**src/rtl/mul_arbiter.sv**
```systemverilog
// Two-requester round-robin front end for a shared multiplier engine.
// Zero operands bypass the engine; a stalled engine is aborted after TIMEOUT cycles.
module mul_arbiter #(
    parameter int W       = 8,
    parameter int TIMEOUT = 255
) (
    input  logic           clk,
    input  logic           reset,
    input  logic [1:0]     req,
    input  logic [W-1:0]   a0,
    input  logic [W-1:0]   b0,
    input  logic [W-1:0]   a1,
    input  logic [W-1:0]   b1,
    output logic [1:0]     gnt,
    output logic [1:0]     rsp_valid,
    input  logic [1:0]     rsp_ready,
    output logic [2*W-1:0] result,
    output logic           err,
    output logic           mul_start,
    output logic [W-1:0]   mul_a,
    output logic [W-1:0]   mul_b,
    input  logic           mul_done,
    input  logic [2*W-1:0] mul_p,
    output logic           busy
);

    typedef enum logic [1:0] {IDLE, ISSUE, WAIT, RESP} state_t;

    localparam logic [7:0] TLAST = 8'(TIMEOUT - 1);

    state_t       state;
    state_t       state_nx;
    logic         owner;
    logic         last;
    logic         zgnt;
    logic [7:0]   cnt;
    logic         win;
    logic [W-1:0] sel_a;
    logic [W-1:0] sel_b;
    logic         sel_zero;
    logic         tmo;
    logic         own_rdy;
    logic [1:0]   own_hot;

    // Arbitration: on a tie the requester not served last wins
    always_comb begin
        win      = req[1] & (~req[0] | ~last);
        sel_a    = win ? a1 : a0;
        sel_b    = win ? b1 : b0;
        sel_zero = (sel_a == '0) | (sel_b == '0);
        tmo      = (cnt == TLAST);
        own_rdy  = rsp_ready[owner];
        own_hot  = owner ? 2'b10 : 2'b01;
    end

    // State register
    always_ff @(posedge clk or negedge reset) begin
        if (!reset) state <= IDLE;
        else        state <= state_nx;
    end

    // Next-state logic; mul_done wins over a simultaneous timeout
    always_comb begin
        state_nx = state;
        unique case (state)
            IDLE:  if (req != 2'b00) state_nx = sel_zero ? RESP : ISSUE;
            ISSUE: state_nx = WAIT;
            WAIT:  if (mul_done || tmo) state_nx = RESP;
            RESP:  if (own_rdy) state_nx = IDLE;
        endcase
    end

    // Outputs decoded from state and the registered owner
    always_comb begin
        gnt       = 2'b00;
        rsp_valid = 2'b00;
        mul_start = 1'b0;
        busy      = (state != IDLE);
        if (state == ISSUE) begin
            gnt       = own_hot;
            mul_start = 1'b1;
        end
        if (state == RESP) begin
            rsp_valid = own_hot;
            if (zgnt) gnt = own_hot;
        end
    end

    // Owner, operands, timeout counter, response and round-robin pointer
    always_ff @(posedge clk or negedge reset) begin
        if (!reset) begin
            owner  <= 1'b0;
            last   <= 1'b1;
            zgnt   <= 1'b0;
            cnt    <= '0;
            result <= '0;
            err    <= 1'b0;
            mul_a  <= '0;
            mul_b  <= '0;
        end else begin
            zgnt <= 1'b0;
            unique case (state)
                IDLE: begin
                    if (req != 2'b00) begin
                        owner  <= win;
                        mul_a  <= sel_a;
                        mul_b  <= sel_b;
                        result <= '0;
                        err    <= 1'b0;
                        zgnt   <= sel_zero;
                    end
                end
                ISSUE: cnt <= '0;
                WAIT: begin
                    if (mul_done) begin
                        result <= mul_p;
                        err    <= 1'b0;
                    end else begin
                        cnt <= cnt + 8'd1;
                        if (tmo) begin
                            result <= '0;
                            err    <= 1'b1;
                        end
                    end
                end
                RESP: if (own_rdy) last <= owner;
            endcase
        end
    end

endmodule

```
**config.mk**
```make
export PLATFORM = sky130hd
export DESIGN_NAME = mul_arbiter
export DESIGN_NICKNAME = d
export VERILOG_FILES = /design/src/rtl/mul_arbiter.sv
export SDC_FILE = /design/constraint.sdc
export NUM_CORES = 1
export LEC_CHECK = 0
export CAP_MARGIN = 10
export CORE_MARGIN = 3
export CORE_UTILIZATION = 35
export CTS_BUF_LIST = sky130_fd_sc_hd__clkbuf_16
export DETAILED_ROUTE_END_ITERATION = 6
export GPL_TIMING_DRIVEN = 1
export HOLD_SLACK_MARGIN = 0.06
export PLACE_DENSITY_LB_ADDON = 0.15
export SLEW_MARGIN = 20
export SYNTH_ARGS = -nofsm -noshare
export SYNTH_HDL_FRONTEND = slang
export SYNTH_SLANG_ARGS = --single-unit
```
**constraint.sdc**
```tcl
create_clock -name clk -period 2.2 [get_ports clk]
set_clock_uncertainty 0.1 [all_clocks]
set_input_delay 0.33 -clock clk [delete_from_list [all_inputs] [get_ports clk]]
set_output_delay 0.33 -clock clk [all_outputs]
set_load 0.02 [all_outputs]
```
==> flow_summary.html <==
<table>
<tr><th>Metric</th><th>Value</th></tr>
<tr><th colspan="2">Clocking</th></tr>
<tr><td>Number of clock buffers inserted by TritonCTS</td><td>5</td></tr>
<tr><td>Clock Pin Slew Worst Setup and Hold Paths</td><td>0.07 ns</td></tr>
<tr><td>Setup bufs post-CTS</td><td>0</td></tr>
<tr><td># clock sinks</td><td>46</td></tr>
<tr><td>CTS max path bufs</td><td>2</td></tr>
<tr><td>Clk root buf</td><td>sky130_fd_sc_hd__clkbuf_16</td></tr>
<tr><td>Number of levels in the clock H-tree</td><td>2</td></tr>
<tr><td>Worst skew pair latency</td><td>~0.28 ns</td></tr>
<tr><td>Clock tree from TritonCTS</td><td>yes</td></tr>
<tr><th colspan="2">Setup path</th></tr>
<tr><td>Slowest library cell on the worst path</td><td>sky130_fd_sc_hd__clkdlybuf4s50_1</td></tr>
<tr><td>R2r startpoint</td><td>state[1]$_DFFE_PN0P_</td></tr>
<tr><td>Delay-heaviest family, CP</td><td>buffers and inverters</td></tr>
<tr><td>CP arrival</td><td>~1.7 ns</td></tr>
<tr><td>Worst setup slack for register-to-register paths</td><td>roughly 0.41 ns</td></tr>
<tr><td>Critical path peak fanout</td><td>6</td></tr>
<tr><td>WP data required</td><td>about 1.8 ns</td></tr>
<tr><td>Critical Path End Type</td><td>output port</td></tr>
<tr><td>Startpoint kind of the worst setup timing path</td><td>flip-flop</td></tr>
<tr><td>Reg-to-reg critical path endpoint</td><td>result[12]$_DFFE_PN0P_</td></tr>
<tr><td>Reg2Reg Depth</td><td>8</td></tr>
<tr><td>Largest stage delay, worst path</td><td>between 0.6 and 0.7 ns</td></tr>
<tr><td>Path type of the worst setup path</td><td>flip-flop to output port</td></tr>
<tr><td>Count of buffering cells on the critical path with inverters included</td><td>2</td></tr>
<tr><td>Ordered cell list for the critical path</td><td>inv_1, ha_2, clkdlybuf4s50_1</td></tr>
<tr><th colspan="2">Flow run</th></tr>
<tr><td>Max-capacitance violation count</td><td>0</td></tr>
<tr><th colspan="2">STA</th></tr>
<tr><td>Actual slew at the worst max-slew pin</td><td>roughly 0.6 ns</td></tr>
<tr><td>Tcrit/Tclk final</td><td>0.9515</td></tr>
<tr><td>Hold Vio Cnt, Final</td><td>0</td></tr>
<tr><td>Fmax achieved</td><td>approximately 480 MHz</td></tr>
<tr><td>Setup repair after global routing missed its margin</td><td>false</td></tr>
<tr><td>Fin. max-slew vios</td><td>0</td></tr>
<tr><td>Summed negative setup slack over all endpoints</td><td>0 ns</td></tr>
<tr><td>Count of final setup violators</td><td>0</td></tr>
<tr><td>Setup slack after layout</td><td>roughly 0.11 ns</td></tr>
<tr><td>Worst hold margin</td><td>about 0.37 ns</td></tr>
<tr><td>Tmin final</td><td>2.093 ns</td></tr>
<tr><td>Remaining max-slew budget at the tightest pin</td><td>0.6077</td></tr>
<tr><th colspan="2">Power</th></tr>
<tr><td>Power per Cell Area</td><td>~1300 nW/um^2</td></tr>
<tr><td>Maximum VDD drop</td><td>between 0.0005 and 0.0006 V</td></tr>
<tr><td>Leak Pwr</td><td>about 0.0016 uW</td></tr>
<tr><th colspan="2">Detailed routing</th></tr>
<tr><td>Top metal layer carrying routed signals</td><td>met3</td></tr>
<tr><td>WL/cell</td><td>between 10 and 15 um</td></tr>
<tr><td>Wire length on met3</td><td>about 420 um</td></tr>
<tr><td>Router iterations before antenna repair</td><td>6</td></tr>
<tr><td>Post-detailed-route count of antenna-violating nets</td><td>0</td></tr>
<tr><td>Iter 0 DRT Violations</td><td>42</td></tr>
<tr><td>Post-route met1 wirelength</td><td>between 2000 and 2500 um</td></tr>
<tr><td>Vias after detailed routing</td><td>1972</td></tr>
<tr><td>Drc violations</td><td>0</td></tr>
<tr><td>Met2 Routed Length</td><td>around 2700 um</td></tr>
<tr><td>Detailed-route vias per instance</td><td>4.763</td></tr>
<tr><td>WL final</td><td>around 5500 um</td></tr>
<tr><th colspan="2">Global route</th></tr>
<tr><td>Initial antenna violation count</td><td>0</td></tr>
<tr><td>Pin count of the biggest net entering global routing</td><td>35</td></tr>
<tr><td>Wire length of the first global-routing pass</td><td>just over 9000 um</td></tr>
<tr><td>Sum of overflow across all layers after global routing</td><td>0</td></tr>
<tr><td>Vias in the first global route</td><td>~2000</td></tr>
<tr><td>Overall Global Routing Usage</td><td>0.1500</td></tr>
<tr><th colspan="2">Synthesis</th></tr>
<tr><td>Cell type contributing the most total cell area after synthesis</td><td>sky130_fd_sc_hd__dfrtp_1</td></tr>
<tr><td>Count of state elements after synthesis</td><td>46</td></tr>
<tr><td>Share of the synthesized area in the top cell type</td><td>0.4618</td></tr>
<tr><td>Number of standard cells after synthesis</td><td>around 240</td></tr>
<tr><td>Syn. warnings</td><td>0</td></tr>
<tr><td>Post-synthesis average cell area</td><td>between 10 and 15 um^2</td></tr>
<tr><td>Proportion of synthesized chip area in sequential cells</td><td>0.4726</td></tr>
<tr><td>Largest cells by area after synthesis</td><td>sky130_fd_sc_hd__dfrtp_1 (46%), sky130_fd_sc_hd__mux2i_1 (7.8%), sky130_fd_sc_hd__o21ai_2 (6.5%)</td></tr>
<tr><td>Post-synthesis instance area</td><td>~2400 um^2</td></tr>
<tr><td>Count of unique library cells instantiated by Yosys</td><td>37</td></tr>
<tr><td>Net count after synthesis</td><td>approximately 300</td></tr>
<tr><th colspan="2">Finish</th></tr>
<tr><td>Net count, final</td><td>between 300 and 400</td></tr>
<tr><td>Total inserted antenna cells</td><td>0</td></tr>
<tr><td>Final design instance area without fill</td><td>3676 um^2</td></tr>
<tr><td>Most frequent cells in the layout</td><td>sky130_fd_sc_hd__clkdlybuf4s50_1 (89), sky130_fd_sc_hd__dfrtp_1 (45), sky130_fd_sc_hd__nand2_1 (28)</td></tr>
<tr><td>Layout Area Growth over Synthesis</td><td>50.74%</td></tr>
<tr><td>Share of post-route cells with drive strength above 1</td><td>0.1751</td></tr>
<tr><td>Most frequent standard cell in the layout excluding fill and tap cells</td><td>sky130_fd_sc_hd__clkdlybuf4s50_1</td></tr>
<tr><td>Final Non-Filler Cells</td><td>around 410</td></tr>
<tr><th colspan="2">Min path</th></tr>
<tr><td>Hold Path Sink</td><td>mul_a[0]$_DFFE_PN0P_</td></tr>
<tr><td>Path category of the worst min-delay check</td><td>flip-flop to flip-flop</td></tr>
<tr><td>Worst hold stages</td><td>2</td></tr>
<tr><td>Worst hold start</td><td>mul_a[0]$_DFFE_PN0P_</td></tr>
<tr><th colspan="2">Floorplanning</th></tr>
<tr><td>Initial core utilization</td><td>0.3734</td></tr>
<tr><td>Die area</td><td>around 8000 um^2</td></tr>
<tr><td>Die Span Y</td><td>just under 90 um</td></tr>
<tr><td>I/O pin total</td><td>94</td></tr>
<tr><td>Standard cell core area</td><td>6531 um^2</td></tr>
<tr><td>Chip width</td><td>89.47 um</td></tr>
<tr><td>Placement Rows</td><td>29</td></tr>
<tr><th colspan="2">Outcome</th></tr>
<tr><td>Result of the run</td><td>finished clean</td></tr>
<tr><th colspan="2">Placed design</th></tr>
<tr><td>Total instance count after detailed placement</td><td>~410</td></tr>
<tr><td>Setup Slack @ Placement</td><td>~0.20 ns</td></tr>
<tr><td>Post-detailed-placement half-perimeter wirelength</td><td>approximately 4400 um</td></tr>
<tr><td>I/O Buffers</td><td>a little over 90</td></tr>
<tr><td>Global placer's final weighted congestion</td><td>between 0.7 and 0.8</td></tr>
<tr><td>Instance area at placement</td><td>around 3500 um^2</td></tr>
</table>
[worst min-delay path, stage by stage (launching register included)]
cell	delay [ns]
sky130_fd_sc_hd__dfrtp_1	0.34
sky130_fd_sc_hd__nand2_1	0.04
sky130_fd_sc_hd__o21ai_0	0.05
[timing repair]
item / in CTS / in global routing
setup endpoints to repair: 2 / 2
resized for setup: 3 / 2
hold buffers: 1 / 0
endpoints found under the hold margin: 22 / 0
[cell usage after synthesis, drive strengths merged]
library cell / instances
o21ai: 39
nor2b: 2
o211ai: 3
and2b: 1
a22o: 2
xnor2: 1
dfrtp: 45
and3: 1
ha: 6
nand3: 22
mux2i: 19
a21oi: 4
a22oi: 1
nand2: 28
nand4: 3
inv: 22
or3: 1
dfstp: 1
clkbuf: 4
buf: 7
o31ai: 3
nor3: 1
nor4: 8
and2: 2
nand2b: 3
a21boi: 1
o211a: 1
nor2: 6
[cell families after synthesis]
group           synth area share
simple gates              0.1857
buf+inv                  0.07440
compound gates            0.1550
fa+ha+maj                0.03078
xor+xnor                0.003592
mux                      0.07799
flops                     0.4726
[per-stage QoR]
stage               total power (uW)    util
floorplan                       2953       -
global placement                3951  0.5339
detailed placement              3973  0.5339
CTS                             4874  0.5621
global route                    5182  0.5628
finish                          4792  0.5628
[where the power goes]
group | internal [uW] | switching, uW | total [uW]
registers | 1190 | 214 | 1400
logic | 1180 | 1330 | 2510
clock network | 544 | 338 | 882
total | 2910 | 1880 | 4790
[state kept, by name, summed over array words and instances, names as in the netlist]
name and count:
owner 1, state 2, result 16, mul_a 8
zgnt 1, mul_b 8, last 1, err 1
cnt 8
[layout make-up]
cell class,instances,area [um^2]
timing repair buffer,103,1054
inverter,22,82.58
clock buffer,5,125.1
fill,599,2855
multi-input combinational,158,1117
clock inverter,3,48.80
tap,77,96.34
sequential,46,1152
[worst max path at each step]
| stage | slack (ns) | depth (start not counted) | from | to |
|---|---|---|---|---|
| after floorplan | 0.40 | 8 | state[0]$_DFFE_PN0P_ | result[1]$_DFFE_PN0P_ |
| after global placement | 0.25 | 7 | mul_done | result[10]$_DFFE_PN0P_ |
| after detailed placement | 0.20 | 5 | state[1]$_DFFE_PN0P_ | gnt[1] |
| after CTS | 0.04 | 3 | state[0]$_DFFE_PN0P_ | rsp_valid[0] |
| after global routing | 0.007 | 4 | state[0]$_DFFE_PN0P_ | busy |
| final | 0.11 | 3 | state[1]$_DFFE_PN0P_ | mul_start |
[routing by layer]
metal  up-vias  track usage
met5         -            0
met3         0      0.05622
met2        57       0.2431
li1       1019            -
met1       896       0.1901
met4         0      0.03654
No activity file was read; power rests on OpenSTA's default activity.
